--- config.mk ---
export PLATFORM = sky130hd
export DESIGN_NAME = fetch_stage_flat
export DESIGN_NICKNAME = d
export VERILOG_FILES = /design/src/rtl/fetch_stage_if.sv /design/src/rtl/fetch_stage.sv /design/src/flat_wrapper.sv
export SDC_FILE = /design/constraint.sdc
export NUM_CORES = 1
export LEC_CHECK = 0
export BUFFER_PORTS_ARGS = -buffer_cell sky130_fd_sc_hd__buf_4
export CORE_ASPECT_RATIO = 1.4
export CORE_MARGIN = 5
export CORE_UTILIZATION = 40
export CTS_BUF_LIST = sky130_fd_sc_hd__clkbuf_16
export DETAILED_ROUTE_END_ITERATION = 8
export PLACE_DENSITY_LB_ADDON = 0.08
export SETUP_SLACK_MARGIN = 0.02
export SLEW_MARGIN = 25
export SYNTH_ARGS = -nofsm -noshare
export SYNTH_HDL_FRONTEND = slang
export SYNTH_SLANG_ARGS = --single-unit
--- constraint.sdc ---
create_clock -name CLK -period 5.25 [get_ports CLK]
set_input_delay 0 -clock CLK [delete_from_list [all_inputs] [get_ports CLK]]
set_output_delay 0 -clock CLK [all_outputs]
set_load 0.02 [all_outputs]
--- src/rtl/fetch_stage_if.sv ---
// fetch_stage_if: memory, hazard, redirect and IF/ID signals of the fetch stage
//   master: fetch_stage side (drives imemREN/imemaddr and the IF/ID outputs)
//   slave : environment side (memory, hazard unit, branch resolution, decode)
interface fetch_stage_if;
  logic        ihit;
  logic [31:0] imemload;
  logic        imemREN;
  logic [31:0] imemaddr;
  logic        stall;
  logic        redirect_en;
  logic [31:0] redirect_pc;
  logic        ifid_valid;
  logic [31:0] ifid_instr;
  logic [31:0] ifid_pc4;
  logic [5:0]  opcode;
  logic [5:0]  funct;
  modport master (
    input  ihit, imemload, stall, redirect_en, redirect_pc,
    output imemREN, imemaddr, ifid_valid, ifid_instr, ifid_pc4, opcode, funct
  );
  modport slave (
    output ihit, imemload, stall, redirect_en, redirect_pc,
    input  imemREN, imemaddr, ifid_valid, ifid_instr, ifid_pc4, opcode, funct
  );
endinterface

--- src/rtl/fetch_stage.sv ---
// fetch_stage: MIPS instruction fetch with PC, IF/ID latch, one-entry skid buffer and HALT stop
//   CLK, nRST    : clock, asynchronous active-low reset
//   bus (master) : ihit/imemload in, imemREN/imemaddr out, stall/redirect in, IF/ID + opcode/funct out
//   fetch_count, stall_count : performance counters, present only when FETCH_PERF_EN is defined
module fetch_stage #(
  parameter logic [31:0] PC_INIT = 32'h0000_0000
) (
  input  logic         CLK,
  input  logic         nRST,
  fetch_stage_if.master bus
`ifdef FETCH_PERF_EN
  ,
  output logic [31:0]  fetch_count,
  output logic [31:0]  stall_count
`endif
);
  localparam logic [1:0] FETCH  = 2'd0;
  localparam logic [1:0] SKID   = 2'd1;
  localparam logic [1:0] HALTED = 2'd2;
  logic [1:0]  state_q, state_d;
  logic [31:0] pc_q, pc_d, pc4;
  logic        ifid_valid_q, ifid_valid_d;
  logic [31:0] ifid_instr_q, ifid_instr_d, ifid_pc4_q, ifid_pc4_d;
  logic [31:0] skid_instr_q, skid_instr_d, skid_pc4_q, skid_pc4_d;
  logic        load;
  logic [31:0] load_instr, load_pc4;
  always_comb begin
    pc4          = pc_q + 32'd4;
    state_d      = state_q;
    pc_d         = pc_q;
    ifid_valid_d = ifid_valid_q;
    ifid_instr_d = ifid_instr_q;
    ifid_pc4_d   = ifid_pc4_q;
    skid_instr_d = skid_instr_q;
    skid_pc4_d   = skid_pc4_q;
    load         = 1'b0;
    load_instr   = bus.imemload;
    load_pc4     = pc4;
    if (bus.redirect_en) begin
      pc_d         = {bus.redirect_pc[31:2], 2'b00};
      ifid_valid_d = 1'b0;
      ifid_instr_d = '0;
      ifid_pc4_d   = '0;
      skid_instr_d = '0;
      skid_pc4_d   = '0;
      state_d      = FETCH;
    end else if (state_q == FETCH) begin
      if (bus.ihit) begin
        pc_d = pc4;
        if (bus.stall) begin
          skid_instr_d = bus.imemload;
          skid_pc4_d   = pc4;
          state_d      = SKID;
        end else begin
          load = 1'b1;
        end
      end else if (!bus.stall) begin
        ifid_valid_d = 1'b0;
        ifid_instr_d = '0;
        ifid_pc4_d   = '0;
      end
    end else if (state_q == SKID && !bus.stall) begin
      load       = 1'b1;
      load_instr = skid_instr_q;
      load_pc4   = skid_pc4_q;
      state_d    = FETCH;
    end
    // HALT is recognised on the word actually entering IF/ID, whether fresh or from the skid
    if (load) begin
      ifid_valid_d = 1'b1;
      ifid_instr_d = load_instr;
      ifid_pc4_d   = load_pc4;
      state_d      = (load_instr[31:26] == 6'h3F) ? HALTED : state_d;
    end
  end
  always_ff @(posedge CLK or negedge nRST) begin
    if (!nRST) begin
      state_q      <= FETCH;
      pc_q         <= PC_INIT;
      ifid_valid_q <= 1'b0;
      ifid_instr_q <= '0;
      ifid_pc4_q   <= '0;
      skid_instr_q <= '0;
      skid_pc4_q   <= '0;
    end else begin
      state_q      <= state_d;
      pc_q         <= pc_d;
      ifid_valid_q <= ifid_valid_d;
      ifid_instr_q <= ifid_instr_d;
      ifid_pc4_q   <= ifid_pc4_d;
      skid_instr_q <= skid_instr_d;
      skid_pc4_q   <= skid_pc4_d;
    end
  end
`ifdef FETCH_PERF_EN
  logic [31:0] fetch_count_q, stall_count_q;
  // a redirect or bubble cycle outside HALTED also counts as a cycle with no advance
  always_ff @(posedge CLK or negedge nRST) begin
    if (!nRST) begin
      fetch_count_q <= '0;
      stall_count_q <= '0;
    end else begin
      fetch_count_q <= fetch_count_q + {31'd0, load};
      stall_count_q <= stall_count_q + {31'd0, (state_q != HALTED) && !load};
    end
  end
  assign fetch_count = fetch_count_q;
  assign stall_count = stall_count_q;
`endif
  assign bus.imemREN    = (state_q == FETCH);
  assign bus.imemaddr   = pc_q;
  assign bus.ifid_valid = ifid_valid_q;
  assign bus.ifid_instr = ifid_instr_q;
  assign bus.ifid_pc4   = ifid_pc4_q;
  assign bus.opcode     = ifid_instr_q[31:26];
  assign bus.funct      = ifid_instr_q[5:0];
endmodule

--- src/flat_wrapper.sv ---
// flat-port wrapper written by rule: the top's interface ports become plain ports
module fetch_stage_flat 
#(
  parameter logic [31:0] PC_INIT = 32'h0000_0000
)
  (CLK, nRST, bus_ihit, bus_imemload, bus_stall, bus_redirect_en, bus_redirect_pc, bus_imemREN, bus_imemaddr, bus_ifid_valid, bus_ifid_instr, bus_ifid_pc4, bus_opcode, bus_funct);
  fetch_stage_if bus_i ();
  input  logic CLK;
  input  logic nRST;
  input wire logic [$bits(bus_i.ihit)-1:0] bus_ihit;
  input wire logic [$bits(bus_i.imemload)-1:0] bus_imemload;
  input wire logic [$bits(bus_i.stall)-1:0] bus_stall;
  input wire logic [$bits(bus_i.redirect_en)-1:0] bus_redirect_en;
  input wire logic [$bits(bus_i.redirect_pc)-1:0] bus_redirect_pc;
  output wire logic [$bits(bus_i.imemREN)-1:0] bus_imemREN;
  output wire logic [$bits(bus_i.imemaddr)-1:0] bus_imemaddr;
  output wire logic [$bits(bus_i.ifid_valid)-1:0] bus_ifid_valid;
  output wire logic [$bits(bus_i.ifid_instr)-1:0] bus_ifid_instr;
  output wire logic [$bits(bus_i.ifid_pc4)-1:0] bus_ifid_pc4;
  output wire logic [$bits(bus_i.opcode)-1:0] bus_opcode;
  output wire logic [$bits(bus_i.funct)-1:0] bus_funct;
  assign bus_i.ihit = bus_ihit;
  assign bus_i.imemload = bus_imemload;
  assign bus_i.stall = bus_stall;
  assign bus_i.redirect_en = bus_redirect_en;
  assign bus_i.redirect_pc = bus_redirect_pc;
  assign bus_imemREN = bus_i.imemREN;
  assign bus_imemaddr = bus_i.imemaddr;
  assign bus_ifid_valid = bus_i.ifid_valid;
  assign bus_ifid_instr = bus_i.ifid_instr;
  assign bus_ifid_pc4 = bus_i.ifid_pc4;
  assign bus_opcode = bus_i.opcode;
  assign bus_funct = bus_i.funct;
  fetch_stage #(.PC_INIT(PC_INIT)) u_core (.CLK(CLK), .nRST(nRST), .bus(bus_i));
endmodule
==> reports/qor.yml, run 1 <==
cp_max_fo: 33
synth-seq-cells: 159
synth_flop_cell: "dfrtp_1"
die_w_um: 126
final-seq-area_um2: 3980
setup_violations: 0
cts_max_level: 4
clk_pin_slew_worst_paths_ps: 60
n_fill_cell: 1681
gp_congestion: 0.855
insertion_delay_ps: 420
die_y_um: 172
final_hold_viol_count: 0
fin_tns_setup_ps: 0
holdPathStages: 3
port_buffers: 174
clock_skew_ps: 11.0
ys_seq_area_share_pct: 53.2
required_ps: 5520
grt.overflow.total: 0
grt_pass1_vias: 6435
min_period_ps: 2790
io_pins: 179
power_density_nw_per_um2: 301
drt_iter0_markers: 306
worstPathArrival_ps: 3070
cts_tree: "yes"
synth_fa_ha_area_share_pct: 0.167
synth_top_family_by_area: "compound AO/OA/AOI/OAI gates"
grt_max_degree: 90
synth_xor_area_share_pct: 6.08
fin_hold_ws_ps: 122
numCtsBuffers: 17
fin_crit_sh_pct: 53.2
clock_path_buffers: 2
mostFrequentLayoutCell: "buf_4"
worstMarginPinSlew_ps: 1050
antenna_found_initial: 0
totalWireLength_um: 20600
p_leak_nw: 4.71
ant_nets: 0
rows: 59
r2r_cells: 4
vias: 6277
rsz0062_at_grt: "false"
synthDistinctLibCells: 47
ir_drop_mv: 0.217
area_growth_pct: 35.1
async_reset_ff_share_pct: 100
end_kind: "flip-flop"
muxShareOfSynthArea_pct: 4.55
start_util_pct: 40.4
dp_hpwl_um: 13900
drive_gt1_share_pct: 23.8
viasPerCell: 5.19
drcViolationCount: 0
dieArea_um2: 21600
dp_cells: 1112
power.total_mw: 3.04
worst_slack_ps: 2460
postCtsSetupRepairBufs: 0
dr.pass1.iters: 5
mostFrequentLayoutCells: "buf_4, dfrtp_1, nand2_1"
avgSynthCellArea_um2: 9.89
synth_compound_area_share_pct: 15.6
clock-sinks: 159
drv_cap: 0
grt_pass1_wl_um: 33800
grt_usage_pct: 19.4
hp-class: "in2reg"
syn_area_um2: 7490
multi_input_area_um2: 3180
final_nets: 1023
fmax_mhz: 358
dp_slack_ps: 2440
synthCells: 757
crit_type: "reg2reg"
synth_edf_count: 0
outcome: "finished, final reports clean"
cts_root_buf: "clkbuf_16"
wire_per_inst_um: 17.1
synth-warning-count: 0
core_um2: 18500
layout.cells.non_filler: 1209
synthSimpleGateAreaFrac_pct: 15.3
maxSlewViolCount: 0
start_kind: "flip-flop"
slew_headroom_pct: 30.1
diodes: 0
-- synth_stat cells (3+ instances only) --
library cell / instances / area [um^2]
a21oi_1: 9 / 45.0
a22o_1: 40 / 350
a22oi_1: 14 / 105
and3_1: 3 / 18.8
buf_2: 10 / 50.1
buf_4: 15 / 113
clkbuf_1: 37 / 139
clkbuf_2: 6 / 30.0
dfrtp_1: 159 / 3980
inv_1: 8 / 30.0
mux2i_1: 34 / 340
nand2_1: 124 / 465
nand3_1: 11 / 55.1
nand4_1: 16 / 100
nor2_1: 30 / 113
nor3_1: 19 / 95.1
nor3_2: 4 / 40.0
nor3b_1: 3 / 22.5
nor4_1: 7 / 43.8
o21ai_0: 114 / 571
o21ai_1: 7 / 35.0
or2_2: 3 / 18.8
or3_1: 3 / 18.8
or4_1: 4 / 30.0
xnor2_1: 34 / 298
xor2_1: 18 / 158
-- path summary, 6_finish.rpt --
path	start	slack (ps)	to
setup / recovery	u_core.state_q[1]	2460	u_core.bus.ifid_pc4[17]
hold / removal	bus_redirect_en	120	u_core.bus.imemaddr[23]
setup reg to reg	u_core.state_q[1]	2460	u_core.bus.ifid_pc4[17]
hold reg to reg	u_core.skid_pc4_q[30]	470	u_core.skid_pc4_q[30]
max in group asynchronous	nRST	3850	u_core.bus.ifid_instr[19]
min in group asynchronous	nRST	200	u_core.skid_instr_q[9]
-- where the power goes --
group / internal, mW / switching (mW)
combinational: 0.204 / 0.250
sequential: 1.29 / 0.0757
clock: 0.736 / 0.481
-- cell type report --
type	count	area share, %
clock buffer	17	4.21
sequential	159	39.3
clock inverter	14	1.48
inverter	8	0.297
timing repair buffer	246	20.2
tap	244	3.02
multi-input combinational	521	31.4
-- kinds of logic after synthesis --
| logic type | Yosys count |
|---|---|
| buffers and inverters | 78 |
| other | 1 |
| adder cells (fa/ha/maj) | 1 |
| XOR/XNOR | 52 |
| AND/OR/NAND/NOR | 240 |
| multiplexers | 34 |
| flip-flops | 159 |
| AO/OA/AOI/OAI | 192 |
-- worst max-delay path, cell delays in order (launching register included) --
cell and delay [ps]:
dfrtp_1 480, or3b_2 650, or2_2 700, nand2_1 620, o21ai_0 190
-- per-layer routing --
| layer | GRT usage [%] | up-vias | share of wire (%) | wire, um |
|---|---|---|---|---|
| met4 | 6.65 | 0 | 1.8 | 378 |
| met2 | 33.0 | 193 | 50 | 10300 |
| met5 | 0 | - | 0 | 0 |
| li1 | - | 3025 | - | - |
| met3 | 4.48 | 30 | 5.2 | 1070 |
| met1 | 24.6 | 3029 | 43 | 8900 |
-- state kept, by name, indices dropped and copies added, names as in the netlist --
name / count
u_core.bus.ifid_instr: 32
u_core.bus.ifid_pc4: 31
u_core.bus.ifid_valid: 1
u_core.bus.imemaddr: 30
u_core.skid_instr_q: 32
u_core.skid_pc4_q: 31
u_core.state_q: 2
-- through the flow --
stage / instance area, um^2 / utilization [%]
after global routing: 10100 / 54.6
after CTS: 10100 / 54.4
final: 10100 / 54.6
after global placement: 8830 / 47.7
after floorplan: 7490 / -
after detailed placement: 8850 / 47.8
-- timing repair --
action / 4_1_cts / 5_1_grt
hold endpoints to repair: 184 / 0
gates resized for setup: 0 / 0
hold buffers: 65 / 0
Power figures use the tool's default switching activity.
==> run 2, diff against run 1 <==
- clock period: 5.25 -> 2.5 ns (I/O delays scaled with it)
==> reports/qor.yml, run 2 (synthesis gave the netlist of run 1 again) <==
outcome: "finished, final reports clean"
finish.utilization_pct: 55.9
cts_max_level: 4
port_buffers: 174
end_kind: "flip-flop"
die_w_um: 126
die_y_um: 172
power_density_nw_per_um2: 628
grt_usage_pct: 19.6
fin_hold_ws_ps: 119
min_period_ps: 2350
grt_pass1_vias: 6466
power.total_mw: 6.50
power_switching_mw: 1.76
crit_type: "reg2reg"
dp_hpwl_um: 14600
insertion_delay_ps: 420
drcViolationCount: 0
grt_max_degree: 72
start_util_pct: 40.4
cp_common_cell: "or4_1"
cts_root_buf: "clkbuf_16"
critical_path.cell_chain: "ha_1 > nand3_1 > or4_1 > or4_1 > xor2_1 > o21ai_2"
mostFrequentLayoutCell: "buf_4"
p_leak_nw: 4.85
drv_cap: 0
power_frac_clock_pct: 40.4
netSwitchingFraction_pct: 27.0
power_frac_comb_pct: 15.9
clock_path_buffers: 2
p_int_mw: 4.75
fmax_mhz: 426
dp_slack_ps: 163
worst_slack_ps: 154
fin_tns_setup_ps: 0
post_cts_resized: 0
antenna_found_initial: 0
vias: 6385
rows: 59
hp-class: "in2async"
clk_pin_slew_worst_paths_ps: 60
rsz0062_at_grt: "false"
area_growth_pct: 38.4
gp_congestion: 0.909
slew_headroom_pct: 33.7
cts_tree: "yes"
crit_path_max_incr_delay_ps: 600
clock-sinks: 159
r2r_setup_slack_ps: 150
final_nets: 1053
core_um2: 18500
fin_crit_sh_pct: 93.8
dr.pass1.iters: 4
cp_max_fo: 5
mostFrequentLayoutCells: "buf_4, dfrtp_1, nand2_1"
totalWireLength_um: 21100
required_ps: 2780
final_hold_viol_count: 0
path_delay_family: "simple AND/OR/NAND/NOR gates"
drive_gt1_share_pct: 26.0
diodes: 0
r2r-end: "u_core.skid_pc4_q[28]"
r2r_cells: 6
clock_skew_ps: 7.09
start_kind: "flip-flop"
wire_per_inst_um: 17.0
ir_drop_mv: 0.403
cpMaxStageDelayCell: "or4_1"
numCtsBuffers: 17
seqPwrFrac_pct: 43.7
viasPerCell: 5.15
setup_violations: 0
maxSlewViolCount: 0
io_pins: 179
grt.overflow.total: 0
dieArea_um2: 21600
grt_pass1_wl_um: 34100
final-seq-area_um2: 3980
worstMarginPinSlew_ps: 992
multi_input_area_um2: 3170
n_fill_cell: 1651
worstPathArrival_ps: 2620
timing.rr.start: "u_core.bus.imemaddr[3]"
cp_num_buf_inv: 0
drt_iter0_markers: 504
ant_nets: 0
-- run 2: cell types whose count changed in the layout (fill, tap and decap cells not counted) --
cell,change
buf_4,+28
clkinv_2,-5
clkinvlp_4,+3
inv_6,+3
buf_12,+2
buf_16,-1
clkinv_4,-1
dlygate4sd3_1,+1
inv_1,+1
nor3b_2,+1
nor3b_4,-1
-- run 2: power groups by stage --
| stage | Combinational (mW) | Sequential (mW) | Clock [mW] |
|---|---|---|---|
| floorplan | 0.382 | 2.98 | 0 |
| global placement | 0.946 | 2.88 | 0 |
| detailed placement | 0.958 | 2.89 | 0 |
| CTS | 1.04 | 2.84 | 2.69 |
| global route | 1.13 | 2.86 | 2.80 |
| finish | 1.03 | 2.84 | 2.63 |
-- run 2: worst max path at each step --
stage	start	to	slack [ps]	cells after the start
final	u_core.bus.imemaddr[3]	u_core.skid_pc4_q[28]	150	6
after global routing	u_core.bus.imemaddr[3]	u_core.skid_pc4_q[28]	40	6
after CTS	u_core.bus.imemaddr[3]	u_core.skid_pc4_q[28]	140	6
after detailed placement	u_core.bus.imemaddr[3]	u_core.skid_pc4_q[28]	160	6
after global placement	u_core.bus.imemaddr[3]	u_core.skid_pc4_q[28]	190	6
after floorplan	u_core.bus.imemaddr[2]	u_core.skid_pc4_q[28]	140	6
-- run 2: layout make-up --
type / instances / share of cell area (%)
clock buffers: 17 / 4.11
repair buffers: 276 / 22.0
multi-input cells: 521 / 30.6
flip-flops and latches: 159 / 38.4
well taps: 244 / 2.95
clock inverters: 15 / 1.63
inverters: 8 / 0.290
-- run 2: layer usage --
| metal | up-vias | track usage (%) | share of wire (%) |
|---|---|---|---|
| met1 | 3112 | 25.2 | 44 |
| met2 | 168 | 33.6 | 50 |
| met4 | 0 | 5.52 | 1.5 |
| li1 | 3081 | - | - |
| met5 | - | 0 | 0 |
| met3 | 24 | 4.20 | 4.9 |
-- run 2: worst reg2reg max path, cell delays in order (launching register included) --
cell	delay [ps]
dfrtp_1	400
ha_1	190
nand3_1	120
or4_1	600
or4_1	570
xor2_1	250
o21ai_2	70
-- run 2: timing repair --
action / 4_1_cts / 5_1_grt
hold buffers: 66 / 0
hold endpoints to repair: 151 / 0
buffers inserted: 0 / 0
-- run 2: stage by stage --
step	instance area [um^2]	cells
3_3_place_gp	9100	1142
4_1_cts	10400	1240
5_1_grt	10400	1240
3_5_place_dp	9100	1142
6_report	10400	1240
2_1_floorplan	7490	758
